File: src/rtl/ofm_pack.sv
// ofm_pack: serializes per-column PE results into requantized int8 bytes
// and packs them into valid/ready output words with a byte-keep mask.
module ofm_pack #(
  parameter int COL       = 8,
  parameter int OFM_WIDTH = 32,
  parameter int OUT_BYTES = 8
) (
  input  logic                     clk,
  input  logic                     rstn,
  input  logic [COL-1:0]           sum_valid,
  input  logic [COL*OFM_WIDTH-1:0] sum,
  input  logic [4:0]               shift,
  input  logic                     relu_en,
  input  logic                     flush,
  input  logic                     err_clr,
  output logic                     ofm_valid,
  input  logic                     ofm_ready,
  output logic [OUT_BYTES*8-1:0]   ofm_data,
  output logic [OUT_BYTES-1:0]     ofm_keep,
  output logic                     busy,
  output logic                     err_overflow
);

  localparam int OW = OUT_BYTES * 8;
  localparam int CW = $clog2(OUT_BYTES + 1);
  localparam int IW = (COL > 1) ? $clog2(COL) : 1;
  localparam int RW = OFM_WIDTH + 1;
  localparam logic [CW-1:0] FULL_CNT = CW'(OUT_BYTES);
  localparam logic signed [RW-1:0] QMAX = 127;
  localparam logic signed [RW-1:0] QMIN = -128;

  logic [COL-1:0]           cap_mask;
  logic [COL*OFM_WIDTH-1:0] cap_data;
  logic [OW-1:0]            pack_data;
  logic [CW-1:0]            pack_cnt;
  logic                     flush_pend;

  logic [IW-1:0]            idx;
  logic [OFM_WIDTH-1:0]     sel_sum;
  logic signed [RW-1:0]     ext;
  logic signed [RW-1:0]     rnd;
  logic signed [RW-1:0]     r;
  logic [7:0]               q_byte;

  always_comb begin
    idx = '0;
    for (int i = COL - 1; i >= 0; i--)
      if (cap_mask[i]) idx = IW'(i);
    sel_sum = cap_data[idx*OFM_WIDTH +: OFM_WIDTH];
    ext = {sel_sum[OFM_WIDTH-1], sel_sum};
    rnd = '0;
    if (shift != 5'd0) rnd = RW'(1) << (shift - 5'd1);
    r = (ext + rnd) >>> shift;
    if (relu_en && r[RW-1]) r = '0;
    if (r > QMAX)      q_byte = 8'h7F;
    else if (r < QMIN) q_byte = 8'h80;
    else               q_byte = r[7:0];
  end

  logic            can_out;
  logic            full;
  logic            ser;
  logic            capture;
  logic            ovf;
  logic            load_out;
  logic [OW-1:0]   ld_data;
  logic [OUT_BYTES-1:0] ld_keep;
  logic [CW-1:0]   b_cnt;
  logic [OW-1:0]   b_data;
  logic [CW-1:0]   n_cnt;
  logic [OW-1:0]   n_data;
  logic [COL-1:0]  n_mask;
  logic            n_pend;

  always_comb begin
    can_out  = !ofm_valid || ofm_ready;
    full     = pack_cnt == FULL_CNT;
    ser      = (|cap_mask) && !(full && !can_out);
    capture  = (|sum_valid) && (cap_mask == '0);
    ovf      = (|sum_valid) && (|cap_mask);
    load_out = 1'b0;
    ld_data  = '0;
    ld_keep  = '0;
    b_cnt    = pack_cnt;
    b_data   = pack_data;
    n_mask   = cap_mask;
    n_pend   = flush_pend;

    if (full && can_out) begin
      load_out = 1'b1;
      ld_data  = pack_data;
      ld_keep  = '1;
      b_cnt    = '0;
      b_data   = '0;
    end

    n_cnt  = b_cnt;
    n_data = b_data;
    if (ser) begin
      for (int k = 0; k < OUT_BYTES; k++)
        if (CW'(k) == b_cnt) n_data[k*8 +: 8] = q_byte;
      n_cnt  = b_cnt + CW'(1);
      n_mask = cap_mask & (cap_mask - COL'(1));
    end

    // A word completed by this cycle's byte leaves straight away if it can
    if (!load_out && can_out && n_cnt == FULL_CNT) begin
      load_out = 1'b1;
      ld_data  = n_data;
      ld_keep  = '1;
      n_cnt    = '0;
      n_data   = '0;
    end

    if (flush_pend && cap_mask == '0) begin
      if (pack_cnt == '0) begin
        n_pend = 1'b0;
      end else if (!full && can_out) begin
        load_out = 1'b1;
        ld_data  = pack_data;
        for (int k = 0; k < OUT_BYTES; k++)
          ld_keep[k] = CW'(k) < pack_cnt;
        n_cnt    = '0;
        n_data   = '0;
        n_pend   = 1'b0;
      end
    end

    if (flush)   n_pend = 1'b1;
    if (capture) n_mask = sum_valid;
  end

  always_ff @(posedge clk or negedge rstn) begin
    if (!rstn) begin
      cap_mask     <= '0;
      cap_data     <= '0;
      pack_data    <= '0;
      pack_cnt     <= '0;
      flush_pend   <= 1'b0;
      ofm_valid    <= 1'b0;
      ofm_data     <= '0;
      ofm_keep     <= '0;
      err_overflow <= 1'b0;
    end else begin
      cap_mask   <= n_mask;
      pack_data  <= n_data;
      pack_cnt   <= n_cnt;
      flush_pend <= n_pend;
      if (capture) cap_data <= sum;
      if (load_out) begin
        ofm_valid <= 1'b1;
        ofm_data  <= ld_data;
        ofm_keep  <= ld_keep;
      end else if (ofm_ready) begin
        ofm_valid <= 1'b0;
      end
      if (ovf)          err_overflow <= 1'b1;
      else if (err_clr) err_overflow <= 1'b0;
    end
  end

  assign busy = (|cap_mask) || flush_pend;

endmodule

File: config.mk
export PLATFORM = sky130hd
export DESIGN_NAME = ofm_pack
export DESIGN_NICKNAME = d
export VERILOG_FILES = /design/src/rtl/ofm_pack.sv
export SDC_FILE = /design/constraint.sdc
export NUM_CORES = 1
export LEC_CHECK = 0
export CAP_MARGIN = 20
export CORE_ASPECT_RATIO = 1.5
export CORE_UTILIZATION = 35
export DETAILED_ROUTE_END_ITERATION = 8
export DONT_BUFFER_PORTS = 1
export PLACE_DENSITY = 0.59
export SLEW_MARGIN = 40
export SYNTH_ARGS = -nofsm -noshare
export SYNTH_HDL_FRONTEND = slang
export SYNTH_SLANG_ARGS = --single-unit
File: constraint.sdc
create_clock -name clk -period 10.7 [get_ports clk]
set_input_delay 1.605 -clock clk [delete_from_list [all_inputs] [get_ports clk]]
set_output_delay 1.605 -clock clk [all_outputs]
set_load 0.005 [all_outputs]
# == Word-level counts from Yosys, hierarchy flattened ==
# Cells that the tools add are included.
# W data, S select, Z words.
# word_totals
register_bits,407
inputBits,275
out_inout_bits,75
elab_cells,122
# classes
n_eq_ne,9
n_shift,3
n_addsub,4
bitwise_logic,1
n_reduce_logical,29
order_cmp,10
n_mux,57
# ops
op,n
$mux W64,11
$shiftx A256 B9 Y32,1
$mux W8,17
$mux W33,2
$add A32 B33 Y33,1
$gt A33 B8 Y1 const B,1
$lt A33 B8 Y1 const B,1
$shl A1 B5 Y33 const A,1
$sshr A33 B5 Y33,1
$mux W3,8
$mux W4,6
$eq A3 B4 Y1 const A,4
$lt A3 B4 Y1 const A,4
$reduce_or A8 Y1,2
$mux W1,13
$logic_and A1 B1 Y1,10
$and A8 B8 Y8,1
$eq A2 B4 Y1 const A,2
$eq A4 B4 Y1 const B,2
$logic_not A4 Y1,2
$logic_not A8 Y1,1
$lt A1 B4 Y1 const A,2
$lt A2 B4 Y1 const A,2
$reduce_bool A2 Y1,4
9 further kinds,14

# == Depth between registers and ports, before layout ==
# Gate-level depths: netlist (run 1).
# depth
depth_word,22
depth_mapped,29
mapped_depth_nobuf,23

# == Worst setup path after synthesis (run 1) ==
# OpenSTA, ideal clock, no wires.
# synth_timing
path_type,in2reg
startpoint,input shift[2]
endpoint,register pack_data[10]
path_slack_ns,3.984
path_buffers,6
setup_ns,0.142
stages,22
required_ns,10.558
t_arrival_ns,6.574
cell_sequence,clkbuf_1 buf_1 buf_1 buf_1 nand3_1 nor2_1 ha_1 buf_2 and4_4 and3_1 a221o_1 a221oi_2 nand2_1 xor2_2 o221ai_2 o221a_2 nand3_1 o211ai_1 or4_4 buf_6 o211ai_4 o311ai_1
# synth_via
elab_chain_len,16
elab_cells_between_ends,18
cone_classes,add/sub: 2; order compare: 2; shift: 2; mux: 10; reduce/logical: 2
# synth_rtl
item,line,source
start: declaration,12,"input logic [4:0] shift,"
$sub A5 B1 Y5,52,if (shift != 5'd0) rnd = RW'(1) << (shift - 5'd1);
$shl A1 B5 Y33,52,
$mux W33,52,
$add A32 B33 Y33,53,r = (ext + rnd) >>> shift;
$sshr A33 B5 Y33 *,53,
$logic_and A1 B1 Y1,54,if (relu_en && r[RW-1]) r = '0;
$mux W33 *,54,
$lt A33 B8 Y1,56,else if (r < QMIN) q_byte = 8'h80;
$mux W8,56,
$mux W8 *,55,if (r > QMAX) q_byte = 8'h7F;
$mux W8 *,101,if (CW'(k) == b_cnt) n_data[k*8 +: 8] = q_byte;
$mux W64 *,99,if (ser) begin
$mux W64 *,107,if (!load_out && can_out && n_cnt == FULL_CNT) begin
$mux W64,118,end else if (!full && can_out) begin
$mux W64,116,if (pack_cnt == '0) begin
$mux W64 *,115,if (flush_pend && cap_mask == '0) begin
named net n_data[10],71,logic [OW-1:0] n_data;
end signal: assignment,146,pack_data <= n_data;
end: declaration,34,logic [OW-1:0] pack_data;
# The timed path passes the listed nets; every way through them passes the cells marked *.
# A chain may end at the register's enable or synchronous reset.

# == Final worst setup path (run 1) ==
# layout_timing
startpoint,register cap_mask[4]
endpoint,register pack_data[5]
# layout_via
elab_chain_len,19
elab_cells_between_ends,27
cone_classes,add/sub: 1; order compare: 2; eq/ne: 1; shift: 2; mux: 15; reduce/logical: 6
# layout_rtl
item,line,source
start: declaration,32,logic [COL-1:0] cap_mask;
start signal: assignment,145,cap_mask <= n_mask;
$mux W3 (5 in a row),48,if (cap_mask[i]) idx = IW'(i);
$shiftx A256 B9 Y32,49,sel_sum = cap_data[idx*OFM_WIDTH +: OFM_WIDTH];
$add A32 B33 Y33,53,
$sshr A33 B5 Y33,53,
$logic_and A1 B1 Y1,54,
$mux W33,54,
$lt A33 B8 Y1,56,
$mux W8,56,
$mux W8,55,
$mux W8,101,
$mux W64,99,
$mux W64,107,
$mux W64,118,
$mux W64,116,
$mux W64 *,115,
named net n_data[5],71,
# Marked as above.

==> results of run 1 <==
-- Yosys cell counts (7+ instances only) --
cell / instances
nand2_1: 434
dfrtp_1: 407
mux2_2: 289
nand3_1: 206
clkbuf_1: 143
nor2_1: 139
o21ai_0: 89
a21oi_1: 71
nand4_1: 54
o211ai_1: 49
a22oi_1: 43
o311ai_1: 42
nor3_1: 39
ha_1: 36
nand2b_1: 30
a31oi_1: 26
mux2i_1: 26
inv_1: 20
a211oi_1: 19
and3_1: 19
xnor2_1: 19
and2_1: 17
buf_2: 17
o221ai_2: 17
a211o_1: 16
buf_1: 16
o21ai_1: 15
a21o_1: 11
a221o_1: 11
nor4_1: 10
o211ai_4: 10
o22ai_1: 10
xor2_1: 10
and4_1: 8
nor2b_1: 8
o21a_1: 8
o31ai_1: 8
a21oi_2: 7
a311oi_1: 7
-- state kept, by name (all words and copies together) (netlist names) --
name          cells
cap_mask          8
pack_cnt          4
flush_pend        1
err_overflow      1
pack_data        64
ofm_valid         1
ofm_data         64
ofm_keep          8
cap_data        256
-- metrics by stage --
step                 util  cells
floorplan               -   2529
global placement    0.364   3267
detailed placement  0.365   3267
CTS                 0.385   3340
global route        0.385   3344
finish              0.385   3349
-- area by class of cell --
class                           count  share of cell area
Tap cell                          892              0.0427
Multi-Input combinational cell   1915               0.502
Antenna cell                        9            0.000862
Timing Repair Buffer               29             0.00948
Inverter                           24             0.00345
Clock inverter                     18             0.00852
Clock buffer                       55              0.0436
Sequential cell                   407               0.390
-- per-layer routing --
layer	global-route usage	part of all wire	wire, um
met3	0.0580	0.071	6010
met5	0	0.0015	124
met1	0.256	0.36	30700
met2	0.439	0.52	44000
met4	0.100	0.042	3510
-- cells by family (layout without fill, tap and decap cells) --
family / count (synthesis) / in the layout / synth area share
simple gates: 996 / 996 / 0.190
compound gates: 533 / 533 / 0.170
flops: 407 / 407 / 0.425
mux: 318 / 318 / 0.149
buf+inv: 207 / 126 / 0.0346
fa+ha+maj: 37 / 37 / 0.0196
xor+xnor: 30 / 30 / 0.0113
other cells: 1 / 10 / 0.000156
-- worst max path at each step --
stage	from	to	slack (ns)	depth (start not counted)
final	cap_mask[4]	pack_data[5]	2.79	23
after global routing	cap_mask[4]	pack_data[5]	2.46	23
after CTS	cap_mask[4]	pack_data[36]	2.87	23
after detailed placement	cap_mask[4]	pack_data[36]	2.96	23
after global placement	cap_mask[4]	pack_data[17]	2.65	22
after floorplan	shift[2]	pack_data[10]	3.98	22
-- critical path: cells and delay by family, from the launching register on --
| family | cells | cell delay (ns) |
|---|---|---|
| adder cells (fa/ha/maj) | 1 | 0.48 |
| AO/OA/AOI/OAI | 13 | 4.28 |
| AND/OR/NAND/NOR | 7 | 1.62 |
| flip-flops | 1 | 0.45 |
| buffers and inverters | 2 | 0.88 |
==> flow_summary.ini, run 1 <==
[routing]
drt_first_pass_iters = 5
routed_wl_mm = 84.4
wl_per_cell_um = 25.2
drtIter0Drc = 1353
drc = 0
vias = 20108
avgViaCountPerCell = 6.00
antenna_left = 0

[placed_design]
dpl-instance-area_sq_um = 24700
gp_congestion = 0.948
port_buffers = 0
hpwl_mm = 62.5
pre_cts_slack_ns = 2.96

[clock_tree]
cts_buffer_depth = 3
holdBufCountCts = 0
clkSlewWorstSetupHoldPaths_ns = 0.06
worstSkewPairLatency_ns = 0.62
cts.sinks = 407
cts_setup_buffers = 0
cts-resized-gates = 0
cts_tree = yes
numCtsBuffers = 42
htree_levels = 2
root_buffer = clkbuf_16

[worst_hold_path]
min_delay_path_depth = 1
holdPathEnd = cap_data[29]
hp-start = cap_data[29]
hold_class = reg -> reg

[logic_synthesis]
synth_seq_cells = 407
syn_avg_cell_area_sq_um = 9.48
netlist_instances = 2529
synth_top_area_cell = dfrtp_1
synth_area_sq_um = 24000
synth_flop_cell = dfrtp_1
synth_area_leaders = dfrtp_1 42%, mux2_2 14%, nand2_1 6.8%
ys_seq_area_frac = 0.425
synthesis.nets = 2841
synth_top_area_frac = 0.425
ys_async_sr_fraction = 1.00
synth_edf_count = 0
synth_warnings = 0
synth_cell_types = 99

[critical_path]
cp_cell_sequence = nor3_1 -> o21ai_0 -> nand2_4 -> buf_4 -> nand2_1 -> nand3_1 -> nand3_1 -> o21ai_0 -> ha_1 -> a21oi_2 -> o21ai_1 -> a221oi_1 -> o21ai_0 -> a211o_1 -> a311oi_2 -> nand3_1 -> o21a_1 -> a31oi_1 -> nand2_1 -> o31ai_1 -> o211ai_1 -> buf_6 -> o311ai_1
r2r-start = cap_mask[4]
r2r_cells = 23
critPathMaxStageDelay_ns = 0.58
worstSetupPathType = reg -> reg
arrival_ns = 8.39
crit_required_ns = 11.18
slowest_stage = nand2_4
crit_path_start_kind = flop
r2r_setup_slack_ns = 2.79
r2r-end = pack_data[5]
cp-end-kind = flop
cp_max_fo = 84

[floorplan]
die_h_um = 323
fp.coreArea_sq_um = 67800
ios = 350
num_rows = 117
initial_core_util = 0.354
die_w_um = 216
dieArea_sq_um = 69600

[sta]
hold_ws_ns = 0.505
period_needed_ns = 7.91
fmax_mhz = 126
rsz0062_at_grt = no
fin_tns_setup_ns = 0
final_hold_viol_count = 0
skew_ns = 0.0428
setup_ws_ns = 2.79
finalSetupViolations = 0
slew_headroom = 0.0379
tightestPinTransition_ns = 1.44
final_max_slew_viol_count = 0
final.period_utilization = 0.739

[global_route]
grt_pass1_vias = 20345
grt_pass1_wl_mm = 127
grt_overflow = 0
grt_max_degree = 408
grt_util_all_layers = 0.238
antenna_found_initial = 19

[final_layout]
syn_to_final_growth_pct = 8.93
final_nets = 2731
regArea_sq_um = 10200
final_common_cell = nand2_1
final_cell_area_sq_um = 26100
drive_gt1_frac = 0.193
multiInputGateArea_sq_um = 13100
final_cell_mix = 429 x nand2_1, 407 x dfrtp_1, 289 x mux2_2
fill_cells = 6756

[run_status]
status = finished, final reports clean

[flow_run]
drv_cap = 0
Power of run 1 is not shown: default switching activity piles up to over one toggle a cycle in this logic, so the estimate is an artifact.
==> run 2: changes to the inputs <==
--- a/config.mk
+++ b/config.mk
@@ -10,7 +10,7 @@
 export CORE_UTILIZATION = 35
 export DETAILED_ROUTE_END_ITERATION = 8
 export DONT_BUFFER_PORTS = 1
-export PLACE_DENSITY = 0.59
+export PLACE_DENSITY = 0.61
 export SLEW_MARGIN = 40
 export SYNTH_ARGS = -nofsm -noshare
 export SYNTH_HDL_FRONTEND = slang
==> constraint.sdc (replaced) <==
create_clock -name clk -period 6.6 [get_ports clk]
set_input_delay 0.99 -clock clk [delete_from_list [all_inputs] [get_ports clk]]
set_output_delay 0.99 -clock clk [all_outputs]
set_load 0.005 [all_outputs]
==> flow_summary.ini, run 2 (same netlist as run 1, synthesis figures left out) <==
[floorplan]
num_rows = 117
initial_core_util = 0.354
dieArea_sq_um = 69600
die_w_um = 216
fp.coreArea_sq_um = 67800
ios = 350
die_h_um = 323

[sta]
fin_tns_setup_ns = 0
final_max_slew_viol_count = 0
final_hold_viol_count = 0
slew_headroom = 0.463
rsz0062_at_grt = yes
fmax_mhz = 156
final.period_utilization = 0.973
setup_ws_ns = 0.180
tightestPinTransition_ns = 0.806
hold_ws_ns = 0.0949
period_needed_ns = 6.42
skew_ns = 0.0349
finalSetupViolations = 0

[final_layout]
final_common_cell = nand2_1
final_cell_mix = 431 x nand2_1, 407 x dfrtp_1, 289 x mux2_2
drive_gt1_frac = 0.259
syn_to_final_growth_pct = 16.4
final_cells = 3542
regArea_sq_um = 10200
final_nets = 2925
multiInputGateArea_sq_um = 13200
largest_reg_flops = 256
reg.largest.list = cap_data (256), ofm_data (64), pack_data (64)
fill_cells = 6632
top_register = cap_data

[routing]
wl_per_cell_um = 23.9
drc = 0
antenna_left = 0
avgViaCountPerCell = 5.88
routed_wl_mm = 84.7
vias = 20811
drt_first_pass_iters = 5
drtIter0Drc = 1423

[critical_path]
slowest_stage = dfrtp_1
worstSetupPathType = reg -> reg
r2r_cells = 26
r2r-start = cap_mask[3]
critPathMaxStageDelay_ns = 0.42
cp-end-kind = flop
arrival_ns = 6.87
r2r_setup_slack_ns = 0.18
cp_num_buf_inv = 6
crit_required_ns = 7.05
cp_max_fo = 77
cp_common_cell = buf_4
crit_path_start_kind = flop
r2r-end = pack_data[4]
path_delay_family = compound AO/OA/AOI/OAI gates
cp.depth = 26

[clock_tree]
numCtsBuffers = 41
cts.sinks = 407
htree_levels = 2
clkSlewWorstSetupHoldPaths_ns = 0.07
cts_buffer_depth = 3
worstSkewPairLatency_ns = 0.60
root_buffer = clkbuf_16
cts_tree = yes

[placed_design]
place_inst = 3449
gp_congestion = 0.972
pre_cts_slack_ns = 0.0955
port_buffers = 0
hpwl_mm = 63.9

[flow_run]
drv_cap = 0

[global_route]
grt_pass1_vias = 21230
grt_util_all_layers = 0.237
antenna_found_initial = 15
grt_max_degree = 408
grt_overflow = 0
grt_pass1_wl_mm = 128

[run_status]
status = finished, final reports clean

[worst_hold_path]
hold_class = in -> async
## run 2: changes by cell type in the layout (fill, tap and decap cells not counted), sizes merged
cell      change
clkinv        -5
buf         +195
clkbuf        +3
inv           -2
clkinvlp      +2
## run 2: worst max-delay path by stage
| stage | start | end | slack (ns) |
|---|---|---|---|
| after detailed placement | cap_mask[5] | pack_data[4] | 0.1 |
| after CTS | cap_mask[5] | pack_data[4] | 0.03 |
| after global placement | cap_mask[5] | pack_data[10] | 0.16 |
| final | cap_mask[3] | pack_data[4] | 0.18 |
| after global routing | cap_mask[3] | pack_data[10] | -0.04 |
| after floorplan | shift[2] | pack_data[10] | 0.50 |
## run 2: cell type report
type,count,share of cell area
timing repair buffer,224,0.0707
clock buffer,58,0.0424
inverter,24,0.00323
tap,892,0.0400
multi-input combinational,1915,0.473
clock inverter,13,0.00547
sequential,407,0.365
antenna,9,0.000807
## run 2: metal layers
| metal | global-route usage | vias to the layer above | routed length (um) |
|---|---|---|---|
| met5 | 0 | - | 69 |
| met4 | 0.123 | 10 | 4480 |
| met3 | 0.0493 | 194 | 5370 |
| met2 | 0.430 | 782 | 43600 |
| met1 | 0.259 | 10357 | 31200 |
| li1 | - | 9468 | - |
## run 2: through the flow
stage / util / cell area [sq um]
final: 0.412 / 27900
after global routing: 0.412 / 27900
after CTS: 0.407 / 27600
after detailed placement: 0.387 / 26200
after global placement: 0.387 / 26200
after floorplan: - / 24000
## run 2: what timing repair did
item | in CTS | in global routing
buffers inserted | 0 | 9
gates resized for setup | 0 | 35
endpoints found under the setup margin | 0 | 84
hold buffers | 0 | 0
## run 2: worst reg2reg max path, delay by kind of cell (launching register included)
family,cells,cell delay (ns)
compound gates,9,2.38
simple gates,9,1.71
buf+inv,6,1.27
flops,1,0.42
fa+ha+maj,1,0.31
xor+xnor,1,0.18
Power of run 2 is left out for the same reason.
==> run 3: changes to the inputs <==
--- a/config.mk
+++ b/config.mk
@@ -6,11 +6,13 @@
 export NUM_CORES = 1
 export LEC_CHECK = 0
 export CAP_MARGIN = 20
+export CELL_PAD_IN_SITES_DETAIL_PLACEMENT = 1
+export CELL_PAD_IN_SITES_GLOBAL_PLACEMENT = 2
 export CORE_ASPECT_RATIO = 1.5
 export CORE_UTILIZATION = 35
 export DETAILED_ROUTE_END_ITERATION = 8
 export DONT_BUFFER_PORTS = 1
-export PLACE_DENSITY = 0.61
+export PLACE_DENSITY = 0.84
 export SLEW_MARGIN = 40
 export SYNTH_ARGS = -nofsm -noshare
 export SYNTH_HDL_FRONTEND = slang
==> flow_summary.ini, run 3 (same netlist as run 1, synthesis figures left out) <==
[clock_tree]
cts_tree = yes
cts_buffer_depth = 3
root_buffer = clkbuf_16
clkSlewWorstSetupHoldPaths_ns = 0.07
worstSkewPairLatency_ns = 0.60
cts.sinks = 407
htree_levels = 2
numCtsBuffers = 41

[critical_path]
cp-end-kind = flop
worstSetupPathType = reg -> reg
slowest_stage = or4_4
cp_cell_sequence = nor2_1 -> nand2_1 -> a21oi_4 -> buf_4 -> buf_12 -> o21ai_1 -> ha_1 -> inv_1 -> fa_1 -> nand2b_1 -> a21oi_2 -> o211ai_1 -> nand2_2 -> xnor2_2 -> buf_4 -> mux2_2 -> a211oi_1 -> a311o_1 -> a32oi_2 -> o21ai_1 -> or4_4 -> buf_12 -> o211ai_4 -> o311ai_1
crit_path_start_kind = flop
cp_max_fo = 32
arrival_ns = 6.83
critPathMaxStageDelay_ns = 0.56
crit_required_ns = 7.05

[run_status]
status = finished, final reports clean

[routing]
wl_per_cell_um = 26.6
drc = 0
vias = 21123
antenna_left = 0
drt_first_pass_iters = 5
avgViaCountPerCell = 5.97
routed_wl_mm = 94.0
drtIter0Drc = 1137

[floorplan]
fp.coreArea_sq_um = 67800
die_h_um = 323
dieArea_sq_um = 69600
die_w_um = 216
initial_core_util = 0.354
ios = 350
num_rows = 117

[sta]
skew_ns = 0.0284
tightestPinTransition_ns = 0.867
finalSetupViolations = 0
slew_headroom = 0.422
fmax_mhz = 157
final_max_slew_viol_count = 0
final_hold_viol_count = 0
final.period_utilization = 0.966
setup_ws_ns = 0.222
period_needed_ns = 6.38
fin_tns_setup_ns = 0
hold_ws_ns = 0.0886

[placed_design]
hpwl_mm = 69.7
pre_cts_slack_ns = -0.489
gp_congestion = 0.945
port_buffers = 0

[global_route]
grt_overflow = 0
grt_util_met3 = 0.0562
grt_pass1_wl_mm = 142
grt_use_met2 = 0.489
grt_use_met1 = 0.279
grt_max_degree = 408
grt_pass1_vias = 22915
grt_util_all_layers = 0.265
busiest_layer = met2
antenna_found_initial = 24

[flow_run]
drv_cap = 0

[final_layout]
final_util = 0.415
final_common_cell = nand2_1
drive_gt1_frac = 0.266
reg.largest.list = cap_data (256), ofm_data (64), pack_data (64)
final_nets = 2910
syn_to_final_growth_pct = 17.2
largest_reg_flops = 256
top_register = cap_data
fill_cells = 7599
final_cell_mix = 430 x nand2_1, 405 x dfrtp_1, 289 x mux2_2

[worst_hold_path]
hold_class = in -> async
==> run 3: changes by cell type in the layout (fill, tap and decap cells not counted), moves of 3 or more <==
| cell | change |
|---|---|
| o21ai_2 | -3 |
| o21ai_1 | +3 |
| a2111oi_1 | -3 |
| xnor2_1 | -3 |
| clkbuf_8 | +3 |
| diode_2 | +9 |
| a211oi_1 | -3 |
| o211ai_4 | +3 |
| clkbuf_1 | -4 |
| o211ai_2 | -3 |
| buf_4 | -14 |
| xnor2_2 | +3 |
==> run 3: layout make-up <==
type,count,area [sq um],area share
clock inverters,17,230,0.00819
flip-flops and latches,407,10200,0.362
multi-input cells,1917,13400,0.477
clock buffers,57,1210,0.0430
inverters,24,90.1,0.00321
well taps,892,1120,0.0397
repair buffers,207,1810,0.0644
diodes,18,45.0,0.00160
==> run 3: path summary, 6_finish.rpt <==
check                                end  slack (ns)          start  cells past startpoint
max in group asynchronous   cap_data[61]        4.40           rstn                      3
max                        pack_data[13]        0.22    cap_mask[2]                     24
min                         ofm_data[22]        0.09           rstn                      0
min in group clk              flush_pend        0.49          flush                      1
max reg2reg                pack_data[13]        0.22    cap_mask[2]                     24
min reg2reg                cap_data[144]        0.51  cap_data[144]                      1
==> run 3: per-stage QoR <==
step	std cells	cell area [sq um]
after floorplan	2529	24000
after global placement	3428	26000
after detailed placement	3428	26000
after CTS	3504	27500
after global routing	3536	28100
final	3539	28100
==> run 3: critical path: cells and delay by family (launching register included) <==
family	cells	cell delay, ns
xor+xnor	1	0.30
mux	1	0.19
fa+ha+maj	2	0.44
compound gates	10	2.51
simple gates	5	1.50
buf+inv	5	0.82
flops	1	0.46
==> run 3: layer usage <==
metal	vias to the layer above	share of wire
met4	14	0.057
met2	684	0.52
met5	-	0.00098
met3	254	0.058
li1	9442	-
met1	10729	0.36
==> run 3: repair_timing <==
action	4_1_cts	5_1_grt
cloned	1	2
resized for setup	10	59
pin swaps	0	11
setup buffers	1	12
hold buffers	0	0
setup endpoints to repair	84	84
Power of run 3 is left out for the same reason.
==> edit: new RTL, settings of run 3 <==
Take the reset off `pack_data` and load it in a clocked block of its own.
--- a/src/rtl/ofm_pack.sv
+++ b/src/rtl/ofm_pack.sv
@@ -136,3 +136,2 @@
       cap_data     <= '0;
-      pack_data    <= '0;
       pack_cnt     <= '0;
@@ -145,3 +144,2 @@
       cap_mask   <= n_mask;
-      pack_data  <= n_data;
       pack_cnt   <= n_cnt;
@@ -161,2 +159,6 @@
 
+  always_ff @(posedge clk) begin
+    pack_data <= n_data;
+  end
+
   assign busy = (|cap_mask) || flush_pend;
Function: no difference found for any inputs over 4 cycles, from zero or initial values and one cycle with rstn low; that may be too few to reach the edited logic, so the function may still have changed.
==> edit against run 3 <==
Area after synthesis decreased by 1.3%; design area fell by 2.3%; die area shrank 1.3%; wire length fell by 2.5%; fmax is essentially flat; worst setup slack better by 0.0057 ns; count of clock-buffer cells in the layout increased by 4; non-clock buffer count is 29 lower; sequential cell count is the same; critical path depth rose by 3; first-iteration DRC count up 7.7%.
Power is not shown: default switching activity piles up to over one toggle a cycle in this logic, so the estimate is an artifact.
==> edit: results <==
[global_routing]
grt_max_degree = 344
grt_antenna_before_repair = 15
grt_pass1_vias = 22300
grt_overflow_total = 0
grtUsageTotal = 0.260
grt_pass1_wl_microns = 138000

[setup_path]
timing.rr.end = pack_data[28]$_DFF_P_
ff2ff_path_depth = 27
cp_max_fo = 16
r2r_start = cap_mask[4]$_DFFE_PN0P_
slowest_delay_ns = 0.46
critical_path_class = register to register
critical-path-slowest-cell = dfrtp_1

[clock_network]
cts.clk_slew.worst_paths_ns = 0.06
cts_buffers = 43
clk_latency_ns = 0.61

[synth]
seq_area_frac_synth = 0.417
synthArstFlopShare = 0.843
yosys_warnings = 0
synth_commonest_cells = nand2_1, dfrtp_1, mux2_2
synth_fp_nets = 2841
synth_area_leaders = dfrtp_1, mux2_2, nand2_1, dfxtp_1, nand3_1
synthCells = 2529
synth-main-ff-cell = dfrtp_1
synth.distinct_cells = 100

[placement]
gp_congestion = 0.924
hpwlAfterDp_microns = 68300
placed_area_sq_um = 25500
place_inst = 3398

[sta]
slew_headroom = 0.466
finClkSkew_ns = 0.0345
holdWs_ns = 0.307

[finish]
layout.nets = 2881
nFillCells = 7573
drive_gt1_frac = 0.251
stdcell_count = 3502
largestRegisters = cap_data x256, ofm_data x64, pack_data x64

[drt]
totalWireLength_microns = 91700
dr.pass1.iters = 7
first_iter_violations = 1224
vias = 20800

[status]
outcome = complete, no violations

[hold_path]
worstHoldPathType = input port to async pin
-- edit: changes by cell type after synthesis --
cell | before | now
dfrtp_1 | 407 | 343
dfxtp_1 | 0 | 64
-- edit: kinds of logic (layout without fill, tap and decap cells) --
group	Yosys count	count (layout)	share of synthesized area
adders and majority gates	37	37	0.0199
buffers and inverters	207	281	0.0351
other	1	15	0.000158
and+or+nand+nor	996	996	0.193
muxes	318	318	0.151
xor gates and xnor gates	30	30	0.0114
AOI/OAI and AO/OA	533	533	0.173
DFF	407	407	0.417
-- edit: worst max path at each step --
stage	cells past startpoint	endpoint
CTS	26	pack_data[22]$_DFF_P_
finish	27	pack_data[28]$_DFF_P_
floorplan	22	pack_data[10]$_DFF_P_
global placement	27	ofm_data[32]$_DFFE_PN0P_
global route	27	pack_data[14]$_DFF_P_
detailed placement	26	pack_data[14]$_DFF_P_
-- edit: final cells by class --
type	instances	area, sq um	share of cell area
clock inverter	18	204	0.00743
tap	885	1110	0.0403
multi-input combinational	1915	13300	0.485
clock buffer	61	1200	0.0439
sequential	407	9870	0.359
inverter	24	90.1	0.00328
antenna	14	35.0	0.00128
timing repair buffer	178	1640	0.0596
-- edit: metal layers --
metal  global-route usage  part of all wire
met1                0.283              0.37
met2                0.472              0.52
met3               0.0512             0.057
met4                0.137             0.053
met5                    0           0.00063
-- edit: timing repair --
action                     in CTS  in global routing
buffers inserted                0                  5
resized for setup               5                 53
pin swaps                       0                  7
cloned                          0                  2
setup endpoints to repair      82                 84
-- edit: through the flow --
step           TNS, ns  setup slack [ns]   util
2_1_floorplan        0             0.507      -
3_3_place_gp    -11.36            -0.181  0.382
3_5_place_dp     -9.59            -0.194  0.382
4_1_cts              0            0.0115  0.404
5_1_grt         -0.301           -0.0459  0.411
6_report             0             0.227  0.411
-- edit: worst max-delay path: cells and delay by family, from the launching register on --
kind,cells,cell delay (ns)
AND/OR/NAND/NOR,11,2.07
XOR/XNOR,1,0.32
AO/OA/AOI/OAI,7,1.52
adder cells (fa/ha/maj),1,0.45
flip-flops,1,0.46
buffers and inverters,7,1.36
